--- config.mk ---
export PLATFORM = sky130hd
export DESIGN_NAME = snes_pad_reader
export DESIGN_NICKNAME = d
export VERILOG_FILES = /design/src/rtl/snes_pkg.sv /design/src/rtl/snes_tick_gen.sv /design/src/rtl/snes_pad_reader.sv
export SDC_FILE = /design/constraint.sdc
export NUM_CORES = 1
export LEC_CHECK = 0
export ABC_AREA = 1
export ABC_CLOCK_PERIOD_IN_PS = 1790
export BUFFER_PORTS_ARGS = -buffer_cell sky130_fd_sc_hd__buf_2
export CAP_MARGIN = 10
export CORE_MARGIN = 4
export CORE_UTILIZATION = 45
export CTS_CLUSTER_DIAMETER = 120
export CTS_CLUSTER_SIZE = 40
export DETAILED_ROUTE_END_ITERATION = 10
export SYNTH_ARGS = -nofsm -noshare
export SYNTH_HDL_FRONTEND = slang
export SYNTH_SLANG_ARGS = --single-unit
--- constraint.sdc ---
create_clock -name clock -period 1.79 [get_ports clock]
set_input_delay 0.2685 -clock clock [delete_from_list [all_inputs] [get_ports clock]]
set_output_delay 0.2685 -clock clock [all_outputs]
set_load 0.03 [all_outputs]
--- src/rtl/snes_pkg.sv ---
// snes_pkg
// Shared definitions for the SNES controller reader:
//   - snes_state_t : reader FSM states (IDLE, LATCH, CLK_LO, CLK_HI, DONE)
//   - BTN_*        : bit positions of each button in the captured word
//   - LATCH_TICKS  : number of ticks the LATCH line is held high
// No ports (package).

package snes_pkg;

    typedef enum logic [2:0] {
        IDLE,
        LATCH,
        CLK_LO,
        CLK_HI,
        DONE
    } snes_state_t;

    // Order in which a standard pad shifts its buttons out
    localparam int BTN_B      = 0;
    localparam int BTN_Y      = 1;
    localparam int BTN_SELECT = 2;
    localparam int BTN_START  = 3;
    localparam int BTN_UP     = 4;
    localparam int BTN_DOWN   = 5;
    localparam int BTN_LEFT   = 6;
    localparam int BTN_RIGHT  = 7;
    localparam int BTN_A      = 8;
    localparam int BTN_X      = 9;
    localparam int BTN_L      = 10;
    localparam int BTN_R      = 11;

    localparam int LATCH_TICKS = 2;

endpackage

--- src/rtl/snes_tick_gen.sv ---
// snes_tick_gen
// Half-period tick generator for the pad serial interface. Counts
// 0..CLK_DIV-1 and flags the last count of each tick.
// Ports:
//   clock     in  system clock
//   reset     in  synchronous active-high reset
//   i_clear   in  synchronous clear, restarts the tick at count 0
//   o_tickEnd out high during the last cycle of every tick

module snes_tick_gen #(
    parameter int CLK_DIV = 300
) (
    input  logic clock,
    input  logic reset,
    input  logic i_clear,
    output logic o_tickEnd
);

    localparam int              CNT_W    = $clog2(CLK_DIV);
    localparam logic [CNT_W-1:0] CNT_LAST = CNT_W'(CLK_DIV - 1);

    logic [CNT_W-1:0] r_count;

    // Free-running modulo-CLK_DIV counter; the clear lets the FSM line
    // every phase up with a fresh tick so phase lengths are exact.
    always_ff @(posedge clock) begin
        if (reset || i_clear) begin
            r_count <= '0;
        end else if (r_count == CNT_LAST) begin
            r_count <= '0;
        end else begin
            r_count <= r_count + 1'b1;
        end
    end

    assign o_tickEnd = (r_count == CNT_LAST);

endmodule

--- src/rtl/snes_pad_reader.sv ---
// snes_pad_reader
// Reads two SNES-style controllers sharing LATCH and CLK lines and
// presents one stable, active-high button word per player per frame.
// Frames start every POLL_PERIOD idle clocks or on poll_req.
// Ports:
//   clock, reset               system clock, synchronous active-high reset
//   pad_data_p1/p2        in   raw active-low serial data (asynchronous)
//   poll_req              in   single-cycle request to start a frame now
//   pad_latch, pad_clk    out  LATCH and CLK lines to both pads
//   buttons_p1/p2         out  last complete word, 1 = pressed
//   frame_valid           out  one-cycle pulse when buttons update
//   busy                  out  high while a frame is in progress
// Optional: define SNES_PAD_DETECT_EN to add connected_p1/connected_p2,
// which report whether each pad drove its data line low after the last bit.

module snes_pad_reader
    import snes_pkg::*;
#(
    parameter int CLK_DIV     = 300,
    parameter int POLL_PERIOD = 833000,
    parameter int NUM_BITS    = 16
) (
    input  logic                clock,
    input  logic                reset,
    input  logic                pad_data_p1,
    input  logic                pad_data_p2,
    input  logic                poll_req,
    output logic                pad_latch,
    output logic                pad_clk,
    output logic [NUM_BITS-1:0] buttons_p1,
    output logic [NUM_BITS-1:0] buttons_p2,
    output logic                frame_valid,
`ifdef SNES_PAD_DETECT_EN
    output logic                connected_p1,
    output logic                connected_p2,
`endif
    output logic                busy
);

    localparam int                POLL_W    = $clog2(POLL_PERIOD + 1);
    localparam logic [POLL_W-1:0] POLL_LAST = POLL_W'(POLL_PERIOD - 1);
    localparam int                BCNT_W    = $clog2(NUM_BITS + 1);
    localparam logic [BCNT_W-1:0] BITS_END  = BCNT_W'(NUM_BITS);
    localparam logic              LATCH_END = 1'(LATCH_TICKS - 1);

    snes_state_t         r_state;
    logic [POLL_W-1:0]   r_pollCnt;
    logic [BCNT_W-1:0]   r_bitCnt;
    logic                r_latchCnt;
    logic [1:0]          r_syncP1;
    logic [1:0]          r_syncP2;
    logic [NUM_BITS-1:0] r_shiftP1;
    logic [NUM_BITS-1:0] r_shiftP2;
`ifdef SNES_PAD_DETECT_EN
    logic                r_levelP1;
    logic                r_levelP2;
`endif

    logic w_tickClear;
    logic w_tickEnd;
    logic w_sampleP1;
    logic w_sampleP2;

    // Outside the timed phases the tick is held at zero, so the first
    // tick of LATCH is full length no matter how the frame was started.
    assign w_tickClear = (r_state == IDLE) || (r_state == DONE);

    // Pads pull the line low for a pressed button
    assign w_sampleP1 = ~r_syncP1[1];
    assign w_sampleP2 = ~r_syncP2[1];

    snes_tick_gen #(
        .CLK_DIV (CLK_DIV)
    ) u_tickGen (
        .clock     (clock),
        .reset     (reset),
        .i_clear   (w_tickClear),
        .o_tickEnd (w_tickEnd)
    );

    // Two-flop synchronisers for the asynchronous pad data lines. They
    // reset to the idle-high level so nothing looks pressed.
    always_ff @(posedge clock) begin
        if (reset) begin
            r_syncP1 <= 2'b11;
            r_syncP2 <= 2'b11;
        end else begin
            r_syncP1 <= {r_syncP1[0], pad_data_p1};
            r_syncP2 <= {r_syncP2[0], pad_data_p2};
        end
    end

    // Frame sequencer. Bits enter the shift registers at the top and move
    // down, so after NUM_BITS samples the first bit (B) sits in bit 0.
    // The button outputs are only written in DONE, which keeps partial
    // frames invisible to the processor.
    always_ff @(posedge clock) begin
        if (reset) begin
            r_state     <= IDLE;
            r_pollCnt   <= '0;
            r_bitCnt    <= '0;
            r_latchCnt  <= 1'b0;
            r_shiftP1   <= '0;
            r_shiftP2   <= '0;
            pad_latch   <= 1'b0;
            pad_clk     <= 1'b1;
            buttons_p1  <= '0;
            buttons_p2  <= '0;
            frame_valid <= 1'b0;
            busy        <= 1'b0;
`ifdef SNES_PAD_DETECT_EN
            r_levelP1    <= 1'b1;
            r_levelP2    <= 1'b1;
            connected_p1 <= 1'b0;
            connected_p2 <= 1'b0;
`endif
        end else begin
            frame_valid <= 1'b0;
            unique case (r_state)
                IDLE: begin
                    if ((r_pollCnt == POLL_LAST) || poll_req) begin
                        r_pollCnt  <= '0;
                        r_latchCnt <= 1'b0;
                        pad_latch  <= 1'b1;
                        busy       <= 1'b1;
                        r_state    <= LATCH;
                    end else begin
                        r_pollCnt <= r_pollCnt + 1'b1;
                    end
                end
                LATCH: begin
                    if (w_tickEnd) begin
                        if (r_latchCnt == LATCH_END) begin
                            r_shiftP1 <= {w_sampleP1, r_shiftP1[NUM_BITS-1:1]};
                            r_shiftP2 <= {w_sampleP2, r_shiftP2[NUM_BITS-1:1]};
                            r_bitCnt  <= BCNT_W'(1);
                            pad_latch <= 1'b0;
                            pad_clk   <= 1'b0;
                            r_state   <= CLK_LO;
                        end else begin
                            r_latchCnt <= r_latchCnt + 1'b1;
                        end
                    end
                end
                CLK_LO: begin
                    if (w_tickEnd) begin
                        pad_clk <= 1'b1;
                        r_state <= CLK_HI;
                    end
                end
                CLK_HI: begin
                    if (w_tickEnd) begin
                        if (r_bitCnt < BITS_END) begin
                            r_shiftP1 <= {w_sampleP1, r_shiftP1[NUM_BITS-1:1]};
                            r_shiftP2 <= {w_sampleP2, r_shiftP2[NUM_BITS-1:1]};
                            r_bitCnt  <= r_bitCnt + 1'b1;
                            pad_clk   <= 1'b0;
                            r_state   <= CLK_LO;
                        end else begin
`ifdef SNES_PAD_DETECT_EN
                            // A present pad drives low past its last bit;
                            // an absent one floats high on the pull-up.
                            r_levelP1 <= r_syncP1[1];
                            r_levelP2 <= r_syncP2[1];
`endif
                            r_state <= DONE;
                        end
                    end
                end
                DONE: begin
`ifdef SNES_PAD_DETECT_EN
                    connected_p1 <= ~r_levelP1;
                    connected_p2 <= ~r_levelP2;
                    buttons_p1   <= r_levelP1 ? '0 : r_shiftP1;
                    buttons_p2   <= r_levelP2 ? '0 : r_shiftP2;
`else
                    buttons_p1 <= r_shiftP1;
                    buttons_p2 <= r_shiftP2;
`endif
                    r_bitCnt    <= '0;
                    frame_valid <= 1'b1;
                    busy        <= 1'b0;
                    r_state     <= IDLE;
                end
                default: begin
                    r_state <= IDLE;
                end
            endcase
        end
    end

endmodule

After elaboration in Yosys (flattened, before gate mapping)
Index checks and enable logic that the tools add are counted.
{ "totals": {"wordCells": 88, "out_inout_bits": 36, "ff_bits": 110, "inputBits": 5} }
{ "op_classes": {"n_mux": 37, "n_lt_le_gt_ge": 1, "n_bitwise": 2, "reduce_logical": 17, "n_eq_ne": 12, "n_addsub": 4} }
{ "ops": {"columns": ["operator", "n"], "rows": [
  ["two-way mux 16 bit", 8],
  ["case mux 16 bit (2 select lines)", 2],
  ["adder 20 x 1 -> 20 bit (second input constant)", 1],
  ["== test 20 bit (second input constant)", 1],
  ["two-way mux 20 bit", 1],
  ["two-way mux 5 bit", 4],
  ["two-way mux 3 bit", 6],
  ["case mux 5 bit (3 select lines)", 1],
  ["AND reduction 5 bit", 3],
  ["case mux 3 bit (4 select lines)", 1],
  ["two-way mux 1 bit", 10],
  ["adder 9 x 1 -> 9 bit (second input constant)", 1],
  ["== test 9 bit (second input constant)", 1],
  ["inequality test 2 x 1 -> 1 bit (second input constant)", 4],
  ["== test 3 x 2 -> 1 bit (second input constant)", 2],
  ["case mux 1 bit (2 select lines)", 3],
  ["AND reduction 6 bit", 1],
  ["nonzero test 2 bit", 3],
  ["nonzero test 3 bit", 2],
  ["adder 5 x 1 -> 5 bit (second input constant)", 1],
  ["less-than comparator 5 bit (second input constant)", 1],
  ["inequality test 2 bit (second input constant)", 2],
  ["AND reduction 4 bit", 1],
  ["== test 3 x 1 -> 1 bit (second input constant)", 1],
  ["9 further kinds", 12]
]} }

Depth between registers and ports, before layout
{ "depth": {"ltp_word": 4, "depth_mapped": 11, "depth_no_buf": 10} }

Cells and area by module
Synthesis repeated with hierarchy kept, for this count alone.
{ "hier_totals": {"cells_unflattened": 624, "hier_area_um2": 4540.6} }
{ "modules_own_cells": {"columns": ["module", "instances", "area_per_inst_um2", "seq_area_each_um2", "cells_per_inst"], "rows": [
  ["snes_pad_reader", 1, 4065.1, 2021.9, 557],
  ["snes_tick_gen", 1, 475.5, 180.2, 67]
]} }

Least setup slack after synthesis
No wires, ideal clock.
{ "synth_timing": {"kind": "reg-to-reg", "startpoint": "register u_tickGen.r_count[0]", "endpoint": "register r_shiftP2[11]", "slack_ns": 0.297, "required_ns": 1.725, "arrival_ns": 1.429, "n_path_buf": 1, "setup_time_ns": 0.065, "synth_period_minus_slack_ns": 1.493, "path_stages_with_launch": 11, "path_cell_list": "dfxtp_1 > ha_1 > nand2_1 > nor2_1 > nand2_1 > nand2_2 > nand3_4 > nor2_4 > buf_6 > nor2_1 > nor2_1"} }
{ "synth_between": {"elab_chain_len": 3, "word_cells_on_any_way": 4, "classes_between": "eq/ne: 3; reduce/logical: 1"} }
{ "synth_lines": {"columns": ["element", "line", "text"], "rows": [
  ["start: declaration", "snes_tick_gen.sv:22", "logic [CNT_W-1:0] r_count;"],
  ["start signal: assignment", "snes_tick_gen.sv:32", "r_count <= r_count + 1'b1;"],
  ["== test 9 bit (*)", "snes_tick_gen.sv:36", "assign o_tickEnd = (r_count == CNT_LAST);"],
  ["inequality test 2 x 1 -> 1 bit (no source line)", null, null],
  ["AND reduction 5 bit (no source line) (*)", null, null],
  ["end signal: assignment", "snes_pad_reader.sv:135", "r_shiftP2 <= {w_sampleP2, r_shiftP2[NUM_BITS-1:1]};"],
  ["end signal: assignment", "snes_pad_reader.sv:155", "r_shiftP2 <= {w_sampleP2, r_shiftP2[NUM_BITS-1:1]};"],
  ["end: declaration", "snes_pad_reader.sv:53", "logic [NUM_BITS-1:0] r_shiftP2;"]
]} }
Mark *: on every way between the ends. The rest lies on a longest branch, timed or not.
A chain may end at the register's enable or synchronous reset.

Final worst setup path
{ "layout_timing": {"startpoint": "register u_tickGen.r_count[0]", "endpoint": "register r_shiftP2[15]"} }
Same word-level chain as after synthesis.

==> results by group <==
Logic synthesis
  – Synthesized area: 0.00453 mm²
  – #FFs+latches synth: 110
  – Sequential-to-total area share from yosys stat: 0.486
  – Ys flop type: dfxtp_1
  – Gate Count Post-Synth: between 600 and 700
  – Post-synthesis xor/xnor area fraction: 0.0213
  – Mux share of post-synthesis cell area: 0
  – Syn nets: 633
  – Yosys top cell by area: dfxtp_1
  – Distinct cells, synth: 31
  – Post-synth EDFFs: 0
  – Synth Area in Compound Gates: 0.128
  – Mean Syn Cell Area: between 7 and 8 µm²
  – Area share of the largest cell type after synthesis: 0.486
  – Simple-gate share of the synthesized area: 0.296
  – Largest family of logic cells by synthesized area: simple AND/OR/NAND/NOR gates
  – Post-synthesis adder-cell area fraction: 0.00829
  – Synth warnings: 0
  – Synth top area cells: dfxtp_1 (49%), nor2_1 (14%), nand2_1 (8.1%), o21ai_0 (7.8%), a21oi_1 (3.5%)
  – Share of flip-flops with an asynchronous set or reset: 0

Timing
  – Max_slew headroom: 0.747
  – RSZ-0062 raised after global routing: yes
  – Worst-Margin Slew: approximately 0.38 ns
  – Final clock skew: 0.0203 ns
  – # setup viols final: 0
  – Minimum clock period: approximately 1.7 ns
  – Final-report hold violation count: 0
  – Min setup slack post-route: ~0.11 ns
  – Max Slew Vio Count: 0
  – Period utilization: 0.938
  – Fin Hold WS: roughly 0.068 ns
  – FMAX: a little under 0.6 GHz

Hold path
  – Min-delay worst type: in -> reg

Power and ir drop
  – Pwr dens: 1180 mW/mm²
  – Peak supply drop: between 0.5 and 0.6 mV
  – Pleak: about 2.2 nW

Global routing
  – First-pass GRT wire length: between 15000 and 20000 µm
  – Number of global-route vias before repair: 3703
  – Tot GR Track Use: 0.167
  – Initial antenna violation count: 0
  – Largest net degree at the start of global routing: 72
  – GR Overflow Total: 0

Die
  – Starting density of the core: 0.463
  – # IOs: between 40 and 50
  – Cell Rows: 36
  – Die Y: approximately 110 µm
  – Die X: roughly 110 µm
  – Die area: approximately 0.012 mm²
  – Core Region: 0.00977 mm²

Cells and area
  – Fin cells: 804
  – Reg area: 0.00220 mm²
  – Layout cells sized above 1: 0.152
  – ANT cells: 0
  – Commonest non-fill, non-tap cells in the layout: nor2_1 (171), dfxtp_1 (109), nand2_1 (97), o21ai_0 (68), buf_2 (40)
  – Commonest non-fill, non-tap cell in the layout: nor2_1
  – Layout area overhead: 14.7%
  – Area taken by multi-input logic gates: around 0.0021 mm²
  – Nets: a little under 700
  – Fill count: between 900 and 1000

Critical path
  – Crit. End Element: register
  – CP top delay family: simple AND/OR/NAND/NOR gates
  – Slowest stage delay, CP: between 0.3 and 0.4 ns
  – Crit-path cells: ha_4 -> nand2_1 -> nor2_2 -> nand2_2 -> o21ai_1 -> inv_1 -> nor2_4 -> clkbuf_16 -> nor2_1 -> nor2_1
  – Worst Path Arrival: between 1.5 and 2 ns
  – CP Class: reg -> reg
  – Most frequent CP cell: nor2_1
  – Maximum fanout along the worst path: 8
  – CP Buf/Inv Count: 2
  – CP max-delay cell: dfxtp_2
  – Data required time of the worst path: 2.09 ns
  – Element type at the critical path start: register

Drt
  – DRC: 0
  – Drt first-iter violations: between 200 and 250
  – Drt total wl: ~9600 µm
  – Vias per std cell: 4.93
  – WL per Instance: around 12 µm
  – DR vias: 3963
  – Drt first pass iters: 4
  – Detail Route Antenna Nets: 0

Placed design
  – RD Place Congestion: about 0.83
  – # port buffers: 40
  – Placed insts: between 700 and 800
  – Pre-CTS setup slack: slightly below 0.09 ns
  – DPL Wire Length: around 6300 µm

Clock tree
  – CTS tree: yes
  – Number of buffers created by CTS: 9
  – Maximum level of the CTS H-tree: 3
  – Root buffer cell: clkbuf_8
  – CTS clk-pin slew, worst paths: 0.12 ns
  – CTS sink cnt: 110
  – Worst skew pair latency: 0.37 ns
  – Maximum clock path buffer count: 2

Outcome
  – Outcome: completed

Flow run
  – Number of max-cap violations: 0
[cell usage after synthesis, types with 7 or more instances]
master and number:
nor2_1 172, nand2_1 98, nand3_1 24, inv_1 29, a21oi_1 32, xor2_1 7, inv_2 10, dfxtp_1 110
clkbuf_1 17, o21ai_0 71
[flip-flops by register name, summed over array words and instances (netlist names)]
register	cells
r_syncP1	2
r_syncP2	2
pad_clk	1
r_latchCnt	1
r_shiftP1	16
r_pollCnt	20
frame_valid	1
pad_latch	1
buttons_p2	16
r_bitCnt	5
r_state	3
busy	1
r_shiftP2	16
u_tickGen.r_count	9
buttons_p1	16
[logic make-up (layout without fill, tap and decap cells)]
family	count (synthesis)	in the layout
DFF	110	110
adders and majority gates	3	3
buffers and inverters	64	110
AOI/OAI and AO/OA	113	113
xor gates and xnor gates	11	11
and+or+nand+nor	324	324
[layout make-up]
type	instances	area share
clock buffer	9	0.0239
clock inverter	7	0.0145
inverter	39	0.0282
multi-input combinational	451	0.402
sequential	110	0.424
tap	133	0.0320
timing repair buffer	55	0.0749
[worst paths after layout]
| path | slack (ns) | depth (start not counted) | start | end |
|---|---|---|---|---|
| setup / recovery | 0.11 | 10 | u_tickGen.r_count[0]$_SDFF_PP0_ | r_shiftP2[15]$_SDFFE_PP0P_ |
| hold / removal | 0.07 | 2 | pad_data_p2 | r_syncP2[0]$_SDFF_PP1_ |
| setup reg to reg | 0.11 | 10 | u_tickGen.r_count[0]$_SDFF_PP0_ | r_shiftP2[15]$_SDFFE_PP0P_ |
| hold reg to reg | 0.43 | 1 | r_syncP1[0]$_SDFF_PP1_ | r_syncP1[1]$_SDFF_PP1_ |
[metal layers]
layer | vias to the layer above | track usage | share of wire
met4 | 0 | 0.0550 | 0.011
li1 | 2078 | - | -
met1 | 1828 | 0.217 | 0.49
met2 | 49 | 0.281 | 0.47
met5 | - | 0 | 0
met3 | 8 | 0.0304 | 0.025
[stage by stage]
step                cell area, µm²  utilization  power [W]  setup TNS (ns)
global route                  5190        0.531    0.00658         -0.0520
global placement              4900        0.501    0.00452               0
CTS                           5090        0.521    0.00604               0
detailed placement            4900        0.501    0.00457               0
finish                        5190        0.531    0.00614               0
floorplan                     4530            -    0.00423               0
[power breakdown]
group / switching [W] / internal, W
Combinational: 0.000973 / 0.000597
Clock: 0.000922 / 0.000551
Sequential: 0.000277 / 0.00282
Total: 0.00217 / 0.00397
[what timing repair did]
item / CTS / global route
hold buffers: 0 / 0
resized for setup: 0 / 10
buffers inserted: 0 / 1
setup endpoints to repair: 0 / 36
Power figures use the tool's default switching activity.
